## src/rtl/lock_access_scheduler_pkg.sv

```systemverilog
// Shared encodings for the lock access scheduler: FSM states, grant sources,
// beep pattern codes, plus a counter-width helper.
package lock_access_scheduler_pkg;

  localparam logic [1:0] ST_CLOSED  = 2'd0;
  localparam logic [1:0] ST_OPENING = 2'd1;
  localparam logic [1:0] ST_OPEN    = 2'd2;
  localparam logic [1:0] ST_CLOSING = 2'd3;

  localparam logic [1:0] GRANT_NONE = 2'b00;
  localparam logic [1:0] GRANT_UART = 2'b01;
  localparam logic [1:0] GRANT_BTN  = 2'b10;

  localparam logic [1:0] PAT_NONE = 2'd0;
  localparam logic [1:0] PAT_ONE  = 2'd1;
  localparam logic [1:0] PAT_TWO  = 2'd2;

  function automatic int unsigned max_u(input int unsigned a, input int unsigned b);
    return (a > b) ? a : b;
  endfunction

  // Width of a counter that must hold values 0..max_val.
  function automatic int unsigned cnt_w(input int unsigned max_val);
    return (max_val < 1) ? 1 : $clog2(max_val + 1);
  endfunction

endpackage

```

## src/rtl/lock_access_scheduler_beep_sequencer.sv

```systemverilog
// Buzzer pattern generator: ONE = single beep, TWO = beep, gap, beep.
// A start pulse aborts whatever pattern is running and begins the new one.
module beep_sequencer
  import lock_access_scheduler_pkg::*;
#(
  parameter int unsigned BEEP_CYCLES = 5_000_000,
  parameter int unsigned GAP_CYCLES  = 5_000_000
) (
  input  logic       clk,
  input  logic       rst,
  input  logic       start,
  input  logic [1:0] pattern,
  output logic       buzzer
);

  localparam int unsigned CNT_W = cnt_w(max_u(BEEP_CYCLES, GAP_CYCLES));
  localparam logic [CNT_W-1:0] BEEP_LAST = CNT_W'(BEEP_CYCLES - 1);
  localparam logic [CNT_W-1:0] GAP_LAST  = CNT_W'(GAP_CYCLES - 1);
  localparam logic [CNT_W-1:0] CNT_ONE   = CNT_W'(1);

  localparam logic [1:0] PH_IDLE = 2'd0;
  localparam logic [1:0] PH_BEEP = 2'd1;
  localparam logic [1:0] PH_GAP  = 2'd2;

  logic [1:0]       phase_q, phase_d;
  logic [CNT_W-1:0] cnt_q, cnt_d;
  logic             idx_q, idx_d;
  logic             two_q, two_d;
  logic             buzzer_q, buzzer_d;

  always_comb begin
    // NOTE: every signal gets a default first so no path leaves it unassigned
    // (which would infer a latch).
    phase_d  = phase_q;
    cnt_d    = cnt_q;
    idx_d    = idx_q;
    two_d    = two_q;
    buzzer_d = buzzer_q;
    if (start) begin
      cnt_d = '0;
      idx_d = 1'b0;
      two_d = (pattern == PAT_TWO);
      if (pattern == PAT_ONE || pattern == PAT_TWO) begin
        phase_d  = PH_BEEP;
        buzzer_d = 1'b1;
      end else begin
        phase_d  = PH_IDLE;
        buzzer_d = 1'b0;
      end
    end else begin
      case (phase_q)
        PH_BEEP: begin
          if (cnt_q == BEEP_LAST) begin
            cnt_d    = '0;
            buzzer_d = 1'b0;
            phase_d  = (two_q && !idx_q) ? PH_GAP : PH_IDLE;
          end else begin
            cnt_d = cnt_q + CNT_ONE;
          end
        end
        PH_GAP: begin
          if (cnt_q == GAP_LAST) begin
            cnt_d    = '0;
            idx_d    = 1'b1;
            buzzer_d = 1'b1;
            phase_d  = PH_BEEP;
          end else begin
            cnt_d = cnt_q + CNT_ONE;
          end
        end
        default: begin
          buzzer_d = 1'b0;
        end
      endcase
    end
  end

  // NOTE: sequential state uses non-blocking assignments so every flop
  // samples the pre-edge value of its inputs.
  always_ff @(posedge clk or negedge rst) begin
    if (!rst) begin
      phase_q  <= PH_IDLE;
      cnt_q    <= '0;
      idx_q    <= 1'b0;
      two_q    <= 1'b0;
      buzzer_q <= 1'b0;
    end else begin
      phase_q  <= phase_d;
      cnt_q    <= cnt_d;
      idx_q    <= idx_d;
      two_q    <= two_d;
      buzzer_q <= buzzer_d;
    end
  end

  assign buzzer = buzzer_q;

endmodule

```

## src/rtl/lock_access_scheduler.sv

```systemverilog
// Door-lock sequencer: arbitrates UART/button requests, holds the servo through
// the settle window and drives beeps. Define AUTO_RELOCK_EN for the OPEN timeout.
module lock_access_scheduler
  import lock_access_scheduler_pkg::*;
#(
  parameter int unsigned SETTLE_CYCLES = 25_000_000,
  parameter int unsigned OPEN_CYCLES   = 250_000_000,
  parameter int unsigned BEEP_CYCLES   = 5_000_000,
  parameter int unsigned GAP_CYCLES    = 5_000_000
) (
  input  logic       clk,
  input  logic       rst,
  input  logic       uart_open_req,
  input  logic       uart_close_req,
  input  logic       btn_req,
  output logic       pos_sel,
  output logic       busy,
  output logic [1:0] grant_src,
  output logic       req_drop,
  output logic       buzzer
);

  // A beep pattern must always finish before the lock is back at rest.
  if (SETTLE_CYCLES < 2 * BEEP_CYCLES + GAP_CYCLES || OPEN_CYCLES < 1) begin : g_bad_cfg
    $error("lock_access_scheduler: invalid timing parameters");
  end

`ifdef AUTO_RELOCK_EN
  localparam int unsigned CNT_W = cnt_w(max_u(SETTLE_CYCLES, OPEN_CYCLES));
  localparam logic [CNT_W-1:0] OPEN_LAST = CNT_W'(OPEN_CYCLES - 1);
`else
  localparam int unsigned CNT_W = cnt_w(SETTLE_CYCLES);
`endif
  localparam logic [CNT_W-1:0] SETTLE_LAST = CNT_W'(SETTLE_CYCLES - 1);
  localparam logic [CNT_W-1:0] CNT_ONE     = CNT_W'(1);

  logic [1:0]       state_q, state_d;
  logic [CNT_W-1:0] cnt_q, cnt_d;
  logic             pos_sel_q, pos_sel_d;
  logic             busy_q, busy_d;
  logic [1:0]       grant_q, grant_d;
  logic             drop_q, drop_d;
  logic             beep_start;
  logic [1:0]       beep_pat;
  logic             any_req;

  assign any_req = uart_open_req | uart_close_req | btn_req;

  always_comb begin
    state_d    = state_q;
    cnt_d      = cnt_q;
    pos_sel_d  = pos_sel_q;
    grant_d    = grant_q;
    drop_d     = 1'b0;
    beep_start = 1'b0;
    beep_pat   = PAT_NONE;
    case (state_q)
      ST_CLOSED: begin
        // A lone close command is a no-op here; open beats button.
        if (uart_open_req || btn_req) begin
          state_d    = ST_OPENING;
          cnt_d      = '0;
          pos_sel_d  = 1'b1;
          grant_d    = uart_open_req ? GRANT_UART : GRANT_BTN;
          beep_start = 1'b1;
          beep_pat   = PAT_ONE;
        end
      end
      ST_OPENING, ST_CLOSING: begin
        drop_d = any_req;
        if (cnt_q == SETTLE_LAST) begin
          state_d = (state_q == ST_OPENING) ? ST_OPEN : ST_CLOSED;
          cnt_d   = '0;
        end else begin
          cnt_d = cnt_q + CNT_ONE;
        end
      end
      default: begin
        // OPEN: close beats button; button beats a relock restart.
        if (uart_close_req || btn_req) begin
          state_d    = ST_CLOSING;
          cnt_d      = '0;
          pos_sel_d  = 1'b0;
          grant_d    = uart_close_req ? GRANT_UART : GRANT_BTN;
          beep_start = 1'b1;
          beep_pat   = PAT_TWO;
        end
`ifdef AUTO_RELOCK_EN
        else if (uart_open_req) begin
          cnt_d = '0;
        end else if (cnt_q == OPEN_LAST) begin
          state_d    = ST_CLOSING;
          cnt_d      = '0;
          pos_sel_d  = 1'b0;
          grant_d    = GRANT_NONE;
          beep_start = 1'b1;
          beep_pat   = PAT_TWO;
        end else begin
          cnt_d = cnt_q + CNT_ONE;
        end
`endif
      end
    endcase
    busy_d = (state_d == ST_OPENING) || (state_d == ST_CLOSING);
  end

  always_ff @(posedge clk or negedge rst) begin
    if (!rst) begin
      state_q   <= ST_CLOSED;
      cnt_q     <= '0;
      pos_sel_q <= 1'b0;
      busy_q    <= 1'b0;
      grant_q   <= GRANT_NONE;
      drop_q    <= 1'b0;
    end else begin
      state_q   <= state_d;
      cnt_q     <= cnt_d;
      pos_sel_q <= pos_sel_d;
      busy_q    <= busy_d;
      grant_q   <= grant_d;
      drop_q    <= drop_d;
    end
  end

  beep_sequencer #(
    .BEEP_CYCLES(BEEP_CYCLES),
    .GAP_CYCLES (GAP_CYCLES)
  ) u_beep (
    .clk    (clk),
    .rst    (rst),
    .start  (beep_start),
    .pattern(beep_pat),
    .buzzer (buzzer)
  );

  assign pos_sel   = pos_sel_q;
  assign busy      = busy_q;
  assign grant_src = grant_q;
  assign req_drop  = drop_q;

endmodule

```

## config.mk

```make
export PLATFORM = sky130hd
export DESIGN_NAME = lock_access_scheduler
export DESIGN_NICKNAME = d
export VERILOG_FILES = /design/src/rtl/lock_access_scheduler_pkg.sv /design/src/rtl/lock_access_scheduler_beep_sequencer.sv /design/src/rtl/lock_access_scheduler.sv
export SDC_FILE = /design/constraint.sdc
export NUM_CORES = 1
export LEC_CHECK = 0
export ABC_AREA = 1
export BUFFER_PORTS_ARGS = -buffer_cell sky130_fd_sc_hd__buf_4
export CAP_MARGIN = 20
export CORE_UTILIZATION = 30
export DETAILED_ROUTE_END_ITERATION = 12
export PLACE_DENSITY = 0.46
export SYNTH_ARGS = -nofsm -noshare
export SYNTH_HDL_FRONTEND = slang
export SYNTH_SLANG_ARGS = --single-unit
```

## constraint.sdc

```tcl
create_clock -name clk -period 3.2 [get_ports clk]
set_input_delay 0.48 -clock clk [delete_from_list [all_inputs] [get_ports clk]]
set_output_delay 0.48 -clock clk [all_outputs]
set_load 0.02 [all_outputs]
```

* Yosys cells after proc, flatten, opt, wreduce, memory -nomap -nowiden *
Cells that the tools add are included.

word-level totals
  flip-flop bits (word level) = 60
  bits of input ports = 5
  output and inout bits = 6
  logic and storage cells = 89

cells by class
  add/sub/neg operators = 2
  equality and inequality tests = 13
  mux-type cells = 40
  bitwise gates (word level) = 3
  reduce and logical (&&, ||, !) cells = 20

operator list
  operator                 count
  $mux W25                 3
  $mux W23                 3
  $pmux W25 S2             1
  $mux W2                  13
  $add A25 B1 Y25 const B  1
  $eq A25 B25 Y1 const B   1
  $add A23 B1 Y23 const B  1
  $eq A23 B23 Y1 const B   1
  $pmux W2 S2              4
  $mux W1                  13
  $eq A2 B1 Y1 const B     4
  $eq A2 B2 Y1 const B     4
  $reduce_bool A2 Y1       4
  $ne A3 B2 Y1 const B     2
  $pmux W1 S2              3
  $reduce_and A2 Y1        3
  $reduce_and A3 Y1        2
  $reduce_bool A3 Y1       2
  $logic_or A1 B1 Y1       4
  $reduce_or A2 Y1         2
  $logic_not A2 Y1         1
  $ne A2 B2 Y1 const B     1
  $or A1 B1 Y1             2
  $logic_and A1 B1 Y1      1
  other kinds (2)          2

* Depth between registers and ports, before layout *
  word-level depth = 7
  mapped depth = 10
  gate-level depth less buffers = 10

* Modules after synthesis *
From an unflattened synthesis, not the netlist that was laid out.

unflattened totals
  cells, all modules = 560
  area, all modules = 3848.7 um2

modules (own cells, without submodules)
  module                 times used  cells each  area an instance (um2)  seq. area each (um2)
  lock_access_scheduler  1           289         2033.2                  800.8
  beep_sequencer         1           271         1815.5                  700.7

* Least setup slack after synthesis *
Ideal clock, no wire load.

  path type = register to register
  start = reg u_beep.cnt_q[0]
  end = reg u_beep.cnt_q[22]
  library setup time = 0.118 ns
  arrival = 1.300 ns
  required time = 3.082 ns
  slack = 1.782 ns
  stages on the path, launching flop included = 11
  path buffers = 0
  clock period less this slack = 1.418 ns
  cells stage by stage = dfrtp_1 ha_1 inv_1 nor2_8 inv_2 nor2_2 nand3_2 nand2_2 nand2_4 nand2_1 nor2_2

on the way
  cells in the longest elaborated chain, start to end = 4
  elaborated cells on any way between the ends = 5
  classes of those cells = add/sub: 1; eq/ne: 1; mux: 3

RTL lines
  element                                                   RTL line                                                                                source
  from (decl)                                               lock_access_scheduler_beep_sequencer.sv:26                                              logic [CNT_W-1:0] cnt_q, cnt_d;
  from (signal assigned)                                    lock_access_scheduler_beep_sequencer.sv:89                                              cnt_q <= cnt_d;
  $add A23 B1 Y23 / $eq A23 B23 Y1 (equally long branches)  --
  $mux W23 (*)                                              lock_access_scheduler_beep_sequencer.sv:53, lock_access_scheduler_beep_sequencer.sv:62
  $mux W23 (*)                                              --
  $mux W23 (*)                                              lock_access_scheduler_beep_sequencer.sv:39                                              if (start) begin

Every way passes the cells marked *; elsewhere a longest branch is shown, timed or not. The select of a mux whose other input is x is not followed.
A chain may end at the register's enable or synchronous reset.

==> impl_metrics.csv <==
group,metric,value,unit
power,finalPower,1.708,mW
logic_synthesis,yosys.area.top_type,"dfrtp_1",
finish,diodes,0,
detailed_routing,ant_nets,0,
logic_synthesis,synth_common_cells,"169 x nand2_1, 89 x nor2_1, 59 x dfrtp_1, 59 x inv_1, 30 x nand3_1",
detailed_routing,totalWireLength,9565,um
logic_synthesis,synth_edf_count,0,
cts,tritoncts,"done",
cts,ctsHtreeMaxLevel,3,
sta,slew_headroom,0.4775,
logic_synthesis,ys_warn_count,0,
logic_synthesis,syn_area,3802,um2
setup_path,worstPathMaxFanout,14,
logic_synthesis,synth_cell_types,40,
sta,finalWorstPathRequiredPeriod,1.818,ns
run_status,status,"completed",
cts,hold_buffers,0,
power,power_density,392.8,nW/um2
logic_synthesis,synth_top_family_by_area,"simple AND/OR/NAND/NOR gates",
job,maxCapViolCount,0,
finish,area_growth,14.35,%
logic_synthesis,seq_area_frac_synth,0.3883,
logic_synthesis,ys_top_cells_by_area,"dfrtp_1 39%, nand2_1 17%, nor2_1 8.8%, inv_1 5.8%, nand3_1 3.9%",
power,ir_drop,0.2670,mV
floorplan,start_util,0.3127,
sta,rsz0062_at_grt,"no",
detailed_routing,vias,3346,
sta,finalCritPeriodShare,0.5682,
cts,postCtsResizedCells,0,
global_routing,gr-total-overflow,0,
sta,fmax,0.5500,GHz
sta,tightest_slew,0.7837,ns
logic_synthesis,synth-adder-area-share,0.01316,
sta,clock_skew,0.007651,ns
setup_path,setup.worst_path.end_class,"flop",
logic_synthesis,synth_cells,546,
hold_path,min_path_type,"in -> async",
setup_path,worstPathArrival,2.08,ns
sta,hold_viol,0,
detailed_routing,via_per_inst,4.552,
detailed_routing,drt-initial-drc-count,222,
cts,cts.clk_slew.worst_paths,0.05,ns
sta,slew_violations,0,
power,p_leak,2.163,nW
sta,setup_tns,0,ns
placement,io_buffers,10,
logic_synthesis,syn_avg_cell_area,6.964,um2
floorplan,fp.dieW,114.6,um
setup_path,cp-startpoint,"busy",
finish,n_fill_cell,1345,
logic_synthesis,synth_top_area_frac,0.3883,
global_routing,grtUsageTotal,0.1621,
placement,dp_hpwl,7187,um
detailed_routing,met3_wirelength,394,um
detailed_routing,firstDrtPassIters,4,
setup_path,worstSetupPathType,"reg -> reg",
cts,clock-sinks,59,
finish,drive_above_1_share,0.1340,
floorplan,pin_count,11,
logic_synthesis,synth_most_common_cell,"nand2_1",
cts,cts_root_buf,"clkbuf_16",
logic_synthesis,synth_compound_area_frac,0.04640,
global_routing,grt_pass1_wl,16300,um
detailed_routing,wl_met2,3817,um
sta,timing.hold.ws,0.2225,ns
global_routing,antenna_found_initial,0,
setup_path,worstPathRequired,3.46,ns
logic_synthesis,syn_nets,555,
logic_synthesis,ys_async_sr_fraction,1.000,
cts,numCtsBuffers,9,
logic_synthesis,synth_xor_area_frac,0.03685,
setup_path,reg2reg_from,"busy",
floorplan,num_rows,40,
sta,finalSetupViolCount,0,
placement,gp_congestion,0.8463,
floorplan,die_area,13130,um2
global_routing,grt_start_max_net_pins,60,
setup_path,start_kind,"flop",
detailed_routing,drc,0,
global_routing,grt_pass1_vias,3291,
detailed_routing,wl_per_cell,13.01,um
logic_synthesis,synth_simple_gate_area_frac,0.4373,
finish,fin_util,0.3575,
detailed_routing,met1Wirelength,5174,um
floorplan,die_h,114.6,um
logic_synthesis,synth_seq_cells,59,
logic_synthesis,ys.flop_type,"dfrtp_1",
logic_synthesis,synthMuxAreaShare,0,
cts,postCtsSetupRepairBufs,0,
finish,layout.nets,571,
cts,clockBufferDepth,2,
floorplan,core_area,12160,um2
detailed_routing,highest_layer,"met4",
cts,insertion_delay,0.33,ns
logic make-up after synthesis:
logic type / count (synthesis)
compound gates: 31
xor+xnor: 16
fa+ha+maj: 4
buf+inv: 72
flops: 59
simple gates: 364
worst max-delay path: stages, from the launching register on:
cell and delay [ns]:
dfrtp_1 0.55, nor2_2 0.25, nand2_2 0.12, nand3_4 0.22, inv_1 0.26, o21ai_1 0.19, nand2_1 0.06, nor2_1 0.10
final timing paths:
kind	to	slack, ns	depth (start not counted)
worst min register to register	pos_sel	0.47	2
worst min-delay path	u_beep.buzzer	0.22	1
min in group clk	req_drop	0.45	3
max in group asynchronous	u_beep.cnt_q[2]	2.45	1
worst max-delay path	u_beep.cnt_q[13]	1.38	7
worst max register to register	u_beep.cnt_q[13]	1.38	7
cell usage in the layout (no fill, tap or decap), types with 5 or more instances in the layout:
| cell type | count |
|---|---|
| dfrtp_1 | 59 |
| buf_4 | 10 |
| nor2_2 | 15 |
| clkbuf_16 | 9 |
| nor3_1 | 7 |
| inv_1 | 59 |
| o21ai_0 | 12 |
| nand4_1 | 19 |
| nand2_1 | 169 |
| xor2_1 | 13 |
| o21ai_1 | 6 |
| nand3_1 | 30 |
| a21oi_1 | 5 |
| nor2_1 | 89 |
| nand2_2 | 17 |
final cells by class:
| type | count | area [um2] | area share |
|---|---|---|---|
| Multi-Input combinational cell | 415 | 2029 | 0.4668 |
| Clock inverter | 1 | 5.005 | 0.001151 |
| Inverter | 67 | 264.0 | 0.06072 |
| Timing Repair Buffer | 10 | 75.07 | 0.01727 |
| Sequential cell | 59 | 1476 | 0.3396 |
| Tap cell | 168 | 210.2 | 0.04835 |
| Clock buffer | 15 | 287.8 | 0.06619 |
per-stage QoR:
stage          std cells  area, um2  setup slack [ns]
2_1_floorplan        546       3802             1.782
3_3_place_gp         719       4055             1.422
3_5_place_dp         719       4055             1.371
4_1_cts              735       4348             1.355
5_1_grt              735       4348             1.196
6_report             735       4348             1.382
layer usage:
metal  vias to the layer above  global-route usage
met5                         -                   0
met4                         0             0.06580
met3                        14             0.02859
met2                        57              0.2283
met1                      1527              0.2416
li1                       1748                   -
where the power goes:
part,switching (mW),internal [mW]
clock,0.330,0.607
sequential,0.000104,0.748
combinational,0.0187,0.00472
total,0.348,1.36
registers in the layout, indices dropped and copies added (netlist names):
register and cells:
u_beep.phase_q 2, req_drop 1, u_beep.idx_q 1, cnt_q 25, u_beep.buzzer 1, state_q 1
u_beep.two_q 1, pos_sel 1, grant_src 2, busy 1, u_beep.cnt_q 23
Note: power is estimated with default switching activity, not from simulation.
